<file path="config.mk">
export PLATFORM = sky130hd
export DESIGN_NAME = multicycle_ctrl
export DESIGN_NICKNAME = d
export VERILOG_FILES = /design/src/rtl/multicycle_ctrl.sv
export SDC_FILE = /design/constraint.sdc
export NUM_CORES = 1
export LEC_CHECK = 0
export BUFFER_PORTS_ARGS = -buffer_cell sky130_fd_sc_hd__buf_2
export CORE_MARGIN = 2
export CORE_UTILIZATION = 40
export CTS_CLUSTER_SIZE = 20
export DETAILED_ROUTE_END_ITERATION = 6
export PLACE_DENSITY = 0.77
export RECOVER_POWER = 50
export SLEW_MARGIN = 10
export SYNTH_ARGS = -nofsm -noshare
export SYNTH_HDL_FRONTEND = slang
export SYNTH_SLANG_ARGS = --single-unit
</file>
<file path="constraint.sdc">
create_clock -name clk -period 1.9 [get_ports clk]
set_input_delay 0.285 -clock clk [delete_from_list [all_inputs] [get_ports clk]]
set_output_delay 0.285 -clock clk [all_outputs]
set_load 0.05 [all_outputs]
</file>
<file path="src/rtl/multicycle_ctrl.sv">
// multicycle_ctrl: multicycle control FSM for the ARM-subset core.
// Sequences one ALU and one memory port per instruction; owns NZCV and the cond gate.
//
// Ports:
//   clk, reset        rising-edge clock, async active-high reset
//   Instr[31:12]      instruction register bits (valid from DECODE)
//   ALUFlags          NZCV from the ALU in the current cycle
//   PCWrite, IRWrite, RegWrite, MemWrite   write strobes
//   AdrSrc, ResultSrc, ALUSrcA, ALUSrcB,
//   ImmSrc, RegSrc, ALUControl             datapath mux/op selects
//   Flags             registered NZCV for trace
module multicycle_ctrl (
  input  logic         clk,
  input  logic         reset,
  input  logic [31:12] Instr,
  input  logic [3:0]   ALUFlags,
  output logic         PCWrite,
  output logic         AdrSrc,
  output logic         MemWrite,
  output logic         IRWrite,
  output logic         RegWrite,
  output logic [1:0]   ResultSrc,
  output logic         ALUSrcA,
  output logic [1:0]   ALUSrcB,
  output logic [1:0]   ImmSrc,
  output logic [1:0]   RegSrc,
  output logic [3:0]   ALUControl,
  output logic [3:0]   Flags
);

  typedef enum logic [3:0] {
    FETCH,
    DECODE,
    MEMADR,
    MEMRD,
    MEMWB,
    MEMWR,
    EXECR,
    EXECI,
    ALUWB,
    BRANCH
  } state_t;

  localparam logic [3:0] ALU_ADD = 4'b0000;
  localparam logic [3:0] ALU_SUB = 4'b0001;
  localparam logic [3:0] ALU_AND = 4'b0010;
  localparam logic [3:0] ALU_ORR = 4'b0011;
  localparam logic [3:0] ALU_EOR = 4'b0100;
  localparam logic [3:0] ALU_MOV = 4'b0101;

  localparam logic [3:0] CMD_CMP = 4'b1010;

  state_t state;
  state_t next;

  logic [3:0] flags;
  logic       condex;
  logic       condpass;

  logic [3:0] cond;
  logic [1:0] op;
  logic [3:0] cmd;
  logic       sbit;
  logic       ibit;
  logic       lbit;
  logic [3:0] aluop;
  logic       is_exec;
  logic       arith;

  // Raw strobes before the reset override.
  logic       pcw;
  logic       irw;
  logic       rgw;
  logic       mw;

  // Register-specifier bits are decoded in the datapath, not here.
  logic       unused_instr;

  assign cond = Instr[31:28];
  assign op   = Instr[27:26];
  assign ibit = Instr[25];
  assign cmd  = Instr[24:21];
  assign sbit = Instr[20];
  assign lbit = Instr[20];

  assign unused_instr = ^Instr[19:12];

  assign is_exec = (state == EXECR) || (state == EXECI);

  // Data-processing opcode to ALU operation.
  always_comb begin
    aluop = ALU_ADD;
    case (cmd)
      4'b0100: aluop = ALU_ADD;
      4'b0010: aluop = ALU_SUB;
      4'b1010: aluop = ALU_SUB;
      4'b0000: aluop = ALU_AND;
      4'b1100: aluop = ALU_ORR;
      4'b0001: aluop = ALU_EOR;
      4'b1101: aluop = ALU_MOV;
      default: aluop = ALU_ADD;
    endcase
  end

  // Only arithmetic ops produce meaningful carry/overflow.
  assign arith = (aluop == ALU_ADD) || (aluop == ALU_SUB);

  // ARM condition codes against the registered flags.
  always_comb begin
    logic n, z, c, v;
    n = flags[3];
    z = flags[2];
    c = flags[1];
    v = flags[0];
    condpass = 1'b0;
    unique case (cond)
      4'b0000: condpass = z;
      4'b0001: condpass = ~z;
      4'b0010: condpass = c;
      4'b0011: condpass = ~c;
      4'b0100: condpass = n;
      4'b0101: condpass = ~n;
      4'b0110: condpass = v;
      4'b0111: condpass = ~v;
      4'b1000: condpass = c & ~z;
      4'b1001: condpass = ~c | z;
      4'b1010: condpass = (n == v);
      4'b1011: condpass = (n != v);
      4'b1100: condpass = ~z & (n == v);
      4'b1101: condpass = z | (n != v);
      4'b1110: condpass = 1'b1;
      4'b1111: condpass = 1'b0;
    endcase
  end

  always_ff @(posedge clk or posedge reset) begin
    if (reset) begin
      state <= FETCH;
    end else begin
      state <= next;
    end
  end

  // The gate is sampled once per instruction, while the IR is stable.
  always_ff @(posedge clk or posedge reset) begin
    if (reset) begin
      condex <= 1'b0;
    end else if (state == DECODE) begin
      condex <= condpass;
    end
  end

  always_ff @(posedge clk or posedge reset) begin
    if (reset) begin
      flags <= 4'b0000;
    end else if (is_exec && sbit && condex) begin
      flags[3:2] <= ALUFlags[3:2];
      if (arith) begin
        flags[1:0] <= ALUFlags[1:0];
      end
    end
  end

  always_comb begin
    next = FETCH;
    unique case (state)
      FETCH:  next = DECODE;
      DECODE: begin
        unique case (1'b1)
          (op == 2'b01): next = MEMADR;
          (op == 2'b00): next = ibit ? EXECI : EXECR;
          (op == 2'b10): next = BRANCH;
          (op == 2'b11): next = FETCH;
        endcase
      end
      MEMADR: next = lbit ? MEMRD : MEMWR;
      MEMRD:  next = MEMWB;
      MEMWB:  next = FETCH;
      MEMWR:  next = FETCH;
      EXECR:  next = ALUWB;
      EXECI:  next = ALUWB;
      ALUWB:  next = FETCH;
      BRANCH: next = FETCH;
      default: next = FETCH;
    endcase
  end

  always_comb begin
    pcw        = 1'b0;
    irw        = 1'b0;
    rgw        = 1'b0;
    mw         = 1'b0;
    AdrSrc     = 1'b0;
    ResultSrc  = 2'b00;
    ALUSrcA    = 1'b0;
    ALUSrcB    = 2'b00;
    ImmSrc     = 2'b00;
    RegSrc     = 2'b00;
    ALUControl = ALU_ADD;
    unique case (state)
      FETCH: begin
        irw       = 1'b1;
        pcw       = 1'b1;
        ALUSrcA   = 1'b1;
        ALUSrcB   = 2'b10;
        ResultSrc = 2'b10;
      end
      DECODE: begin
        // Second PC+4 makes R15 read as PC+8.
        ALUSrcA   = 1'b1;
        ALUSrcB   = 2'b10;
        ResultSrc = 2'b10;
      end
      MEMADR: begin
        ALUSrcB = 2'b01;
        ImmSrc  = 2'b01;
      end
      MEMRD: begin
        AdrSrc = 1'b1;
      end
      MEMWB: begin
        ResultSrc = 2'b01;
        rgw       = condex;
      end
      MEMWR: begin
        AdrSrc = 1'b1;
        RegSrc = 2'b10;
        mw     = condex;
      end
      EXECR: begin
        ALUControl = aluop;
      end
      EXECI: begin
        ALUSrcB    = 2'b01;
        ALUControl = aluop;
      end
      ALUWB: begin
        rgw = condex & (cmd != CMD_CMP);
      end
      BRANCH: begin
        ALUSrcA   = 1'b1;
        ALUSrcB   = 2'b01;
        ImmSrc    = 2'b10;
        ResultSrc = 2'b10;
        pcw       = condex;
      end
      default: ;
    endcase
  end

  // Strobes die with reset, independent of the clock.
  assign PCWrite  = pcw & ~reset;
  assign IRWrite  = irw & ~reset;
  assign RegWrite = rgw & ~reset;
  assign MemWrite = mw & ~reset;

  assign Flags = flags;

endmodule
</file>
Yosys cells after proc, flatten, opt, wreduce, memory -nomap -nowiden. Cells that the tools add are included. W data, S select, Z words.

Flip-flop bits (word level): 9. Bits in latches: 0. Bits in writable memories: 0. Bits in read-only memories: 0. Bits of input ports: 26. Output and inout bits: 22. Word-level logic and storage cells: 87. Memories: 0.

Add/sub/neg operators: 0. Multipliers: 0. Divide/modulo/power cells: 0. Order comparisons: 0. Eq/ne operators: 36. Shift operators: 0. Muxes and demuxes: 17. Bitwise operators: 14. Reductions and logical operators: 16.

Operators with widths (number): $eq A4 B4 Y1 const B (13); $eq A4 B3 Y1 const B (8); $eq A4 B2 Y1 const B (5); $pmux W4 S5 (1); $eq A4 B1 Y1 const B (4); $logic_not A4 Y1 (4); $pmux W1 S16 (1); $pmux W4 S4 (1); $pmux W3 S5 (1); $pmux W2 S2 (3); $reduce_or A2 Y1 (4); $and A1 B1 Y1 (7); $reduce_or A3 Y1 (2); $mux W1 (5); $not A1 Y1 (5); $eq A2 B2 Y1 const B (2); $mux W4 (1); $ne A4 B4 Y1 const B (1); $pmux W1 S2 (2); $mux W3 (1); $eq A2 B1 Y1 const B (1); $logic_and A1 B1 Y1 (2); $logic_not A2 Y1 (1); $logic_or A1 B1 Y1 (2); other kinds (5) (6).

Longest topological paths before layout.
Depth after elaboration: 6. Mapped depth: 6. Depth with buffers taken out: 5.

Worst setup path before layout. OpenSTA, ideal clock, no wires.

Kind: reg-to-output. From: register state[3]. To: output port IRWrite. Arrival time: 2432 ps. Data required time: 1615 ps. Setup slack: -817 ps. Cell stages (with the launch flop): 5. Buffers on the path: 2. Cells stage by stage: dfrtp_1 clkbuf_1 or2_2 clkbuf_1 nor4_1.

Word-level cells in the longest chain between the ends: 3.

Ends and longest elaborated chain: start, declared (line 53) `state_t state;`; start signal, assigned (line 140) `state <= next;`; $logic_not A4 Y1 (line 200) `unique case (state)`; $mux W1 (line 200); $and A1 B1 Y1 (line 253) `assign IRWrite = irw & ~reset;`; end, declared (line 20) `output logic IRWrite,`.

Every way passes these cells.

Worst setup path in the final report.
From: register state[0]. To: output port ALUSrcB[0].

Word-level cells in the longest chain between the ends: 3. Elaborated cells on any way between the ends: 8. Those cells by class: eq/ne: 4; mux: 1; reduce/logical: 3.

Ends and longest elaborated chain: $eq A4 B3 Y1, or another cell as far along (line 200); $reduce_or A3 Y1 (no source line) / $reduce_or A2 Y1 (equally long branches); $pmux W2 S2 (*) (line 200); end, declared (line 24) `output logic [1:0] ALUSrcB,`.

Mark *: on every way between the ends. The rest lies on a longest branch, timed or not.

==> results.md <==
* RSZ-0062 raised after global routing: yes
* Die Y at 46.9 um
* Setup WS pre-CTS at 0.202 ns
* R2R setup slack at 0.50 ns
* Later-pin clock latency in the skew report at 0.26 ns
* Final setup vio count at 0
* Vias in the first global route at 749
* Wire length per cell at 12.2 um
* Crit path max fanout at 7
* Fin crit share at 94.3%
* Max-cap viol count at 0
* Grt total ovfl at 0
* DIE WIDTH at 46.9 um
* First-pass GRT wire length at 2990 um
* Top post-synthesis cells by area: dfrtp_1 31%, nor2_1 8.2%, mux2_2 7.7%
* RR Startpoint: state[3]$_DFF_PP0_
* Critical path's top delay family: flip-flops
* Share of layout cells above drive strength 1 at 48.6%
* Final hold violations at 0
* Relative slew slack at 65.6%
* # IOs at 48
* Layout Nets at 165
* CP Cell Sequence: inv_1 > nand2_1 > mux2_2 > o22ai_1 > buf_4
* Post-DRT Antenna Nets at 0
* Register area share after synthesis at 30.6%
* Clk pin slew, worst setup/hold paths at 0.06 ns
* 1st-iter DRT viols at 12
* GP Congestion at 0.782
* Antenna fix cells at 0
* Post-Layout Cell Count at 163
* Worst vdd ir at 1230 uV
* Power per cell area at 1830 nW/um^2
* Port bufs at 37
* Rows at 15
* Critical Path AT at 1.51 ns
* Worst slew pin tran at 0.516 ns
* CP max-delay cell: dfrtp_2
* Status: finished clean
* Inst Count DP at 154
* Commonest cells after routing, fill and taps aside: 30 x buf_2, 14 x nor2_1, 10 x buf_4
* Worst Hold Slack at 0.185 ns
* Core ar. at 1730 sq um
* Clock Sinks at 9
* Worst clock skew at 0.00381 ns
* Area Overhead vs Synth at 43.4%
* Num CTS Buffers at 3
* GR Util All Layers at 19.3%
* Htree depth at 1
* Synth area leader: dfrtp_1
* Leak at 0.504 nW
* Startpoint types: flop
* Setup CP Type: reg2out
* Post-Route WL at 1980 um
* Total Die Area at 2200 sq um
* CP Buf/Inv Count at 2
* Final min period at 1.79 ns
* Vias per inst at 5.31
* Root buffer cell: clkbuf_4
* Hpwl dp at 1440 um
* # DRC at 0
* Synth warn at 0
* Most common cell after layout, fill and taps aside: buf_2
* Final TNS setup at 0 ns
* Synth top area share at 30.6%
* Final slew viol count at 0
* HP Class: in2async
* Required @ worst endpoint at 1.62 ns
* R2R Path End: Flags[0]$_DFFE_PP0P_
* Maximum clock insertion buffer count at 2
* Initial Util at 42.6%
* Syn Inst Count at 96
* Synth cell types at 31
* Setup ws final at 0.108 ns
* Pin count of the biggest net entering global routing at 14
* Netlist Area Pre-Place at 736 sq um
* Post-synthesis sequential element count at 9
* DR pass1 iterations at 4
* Vias at 865
* CP peak stage delay at 0.45 ns
* Worst r2r path cells at 5
* CTS tree: yes
* CP endpoint kind: primary output
* Fmax achieved at 558 MHz
* Initial antenna violation count at 0
* Syn avg cell area at 7.66 sq um
where the power goes:
part	switching (mW)	total (mW)	leakage (nW)	internal [mW]
registers	0.0994	0.371	0.111	0.271
clock network	0.0697	0.151	0.0150	0.0811
logic	0.952	1.41	0.378	0.455
cell usage after synthesis, drive strengths merged:
master and n:
nor2 17, xor2 2, clkbuf 5, nand3b 2, nor2b 1, nand4b 1
nand2b 3, mux2 5, or2 2, a31oi 2, nor4b 1, o22ai 3
nand3 2, xnor2 1, nor4 3, mux2i 1, o2111ai 1, nand2 7
a21o 1, buf 4, a21oi 5, nor3 7, inv 4, o21ai 3
conb 1, dfrtp 9, a31o 1, a41oi 1, or3b 1
flip-flops by register name, indices dropped and copies added (netlist names):
signal  count
condex      1
state       4
Flags       4
per-layer routing:
metal	vias to the layer above	routed length [um]	GRT usage (%)	part of all wire [%]
met1	412	768	21.6	39
li1	419	-	-	-
met2	34	1090	33.7	55
met5	-	0	0	0
met3	0	119	7.31	6.0
met4	0	0	6.11	0
cell type report:
cell class	count	area (sq um)
Timing Repair Buffer	46	259
Inverter	4	15.0
Multi-Input combinational cell	75	494
Fill cell	180	672
Tap cell	25	31.3
Sequential cell	9	229
Clock buffer	4	26.3
worst reg2reg max path, stage by stage, from the launching register on:
cell     delay (ns)
dfrtp_2        0.48
nor2b_2        0.16
nand2_2        0.12
nor2_4         0.15
nand2_1        0.09
mux2_2         0.27
through the flow:
stage,instance area [sq um],util (%),total power [mW]
global route,1050,61.1,2.06
CTS,1010,58.6,1.83
floorplan,773,-,1.37
global placement,971,56.2,1.62
finish,1050,61.1,1.93
detailed placement,971,56.2,1.64
cells by family after synthesis:
logic type             Yosys count  synth area share [%]
AND/OR/NAND/NOR                 47                  33.3
multiplexers                     6                  9.01
XOR/XNOR                         3                  3.57
other                            1                 0.510
AO/OA/AOI/OAI                   17                  14.3
buffers and inverters           13                  8.67
flip-flops                       9                  30.6
worst max path at each step:
| stage | cells after the start | slack [ns] | startpoint | endpoint |
|---|---|---|---|---|
| 2_1_floorplan | 4 | -0.26 | state[3]$_DFF_PP0_ | ALUControl[1] |
| 3_3_place_gp | 5 | 0.21 | state[2]$_DFF_PP0_ | RegWrite |
| 3_5_place_dp | 5 | 0.20 | state[2]$_DFF_PP0_ | RegWrite |
| 4_1_cts | 3 | 0.0004 | state[3]$_DFF_PP0_ | IRWrite |
| 5_1_grt | 5 | -0.03 | state[2]$_DFF_PP0_ | RegWrite |
| 6_report | 5 | 0.11 | state[0]$_DFF_PP0_ | ALUSrcB[0] |
timing repair:
item	4_1_cts	5_1_grt
hold buffers	0	0
gates resized for setup	4	8
buffers inserted	1	4
endpoints found under the setup margin	6	7
Note: power is estimated with default switching activity, not from simulation.
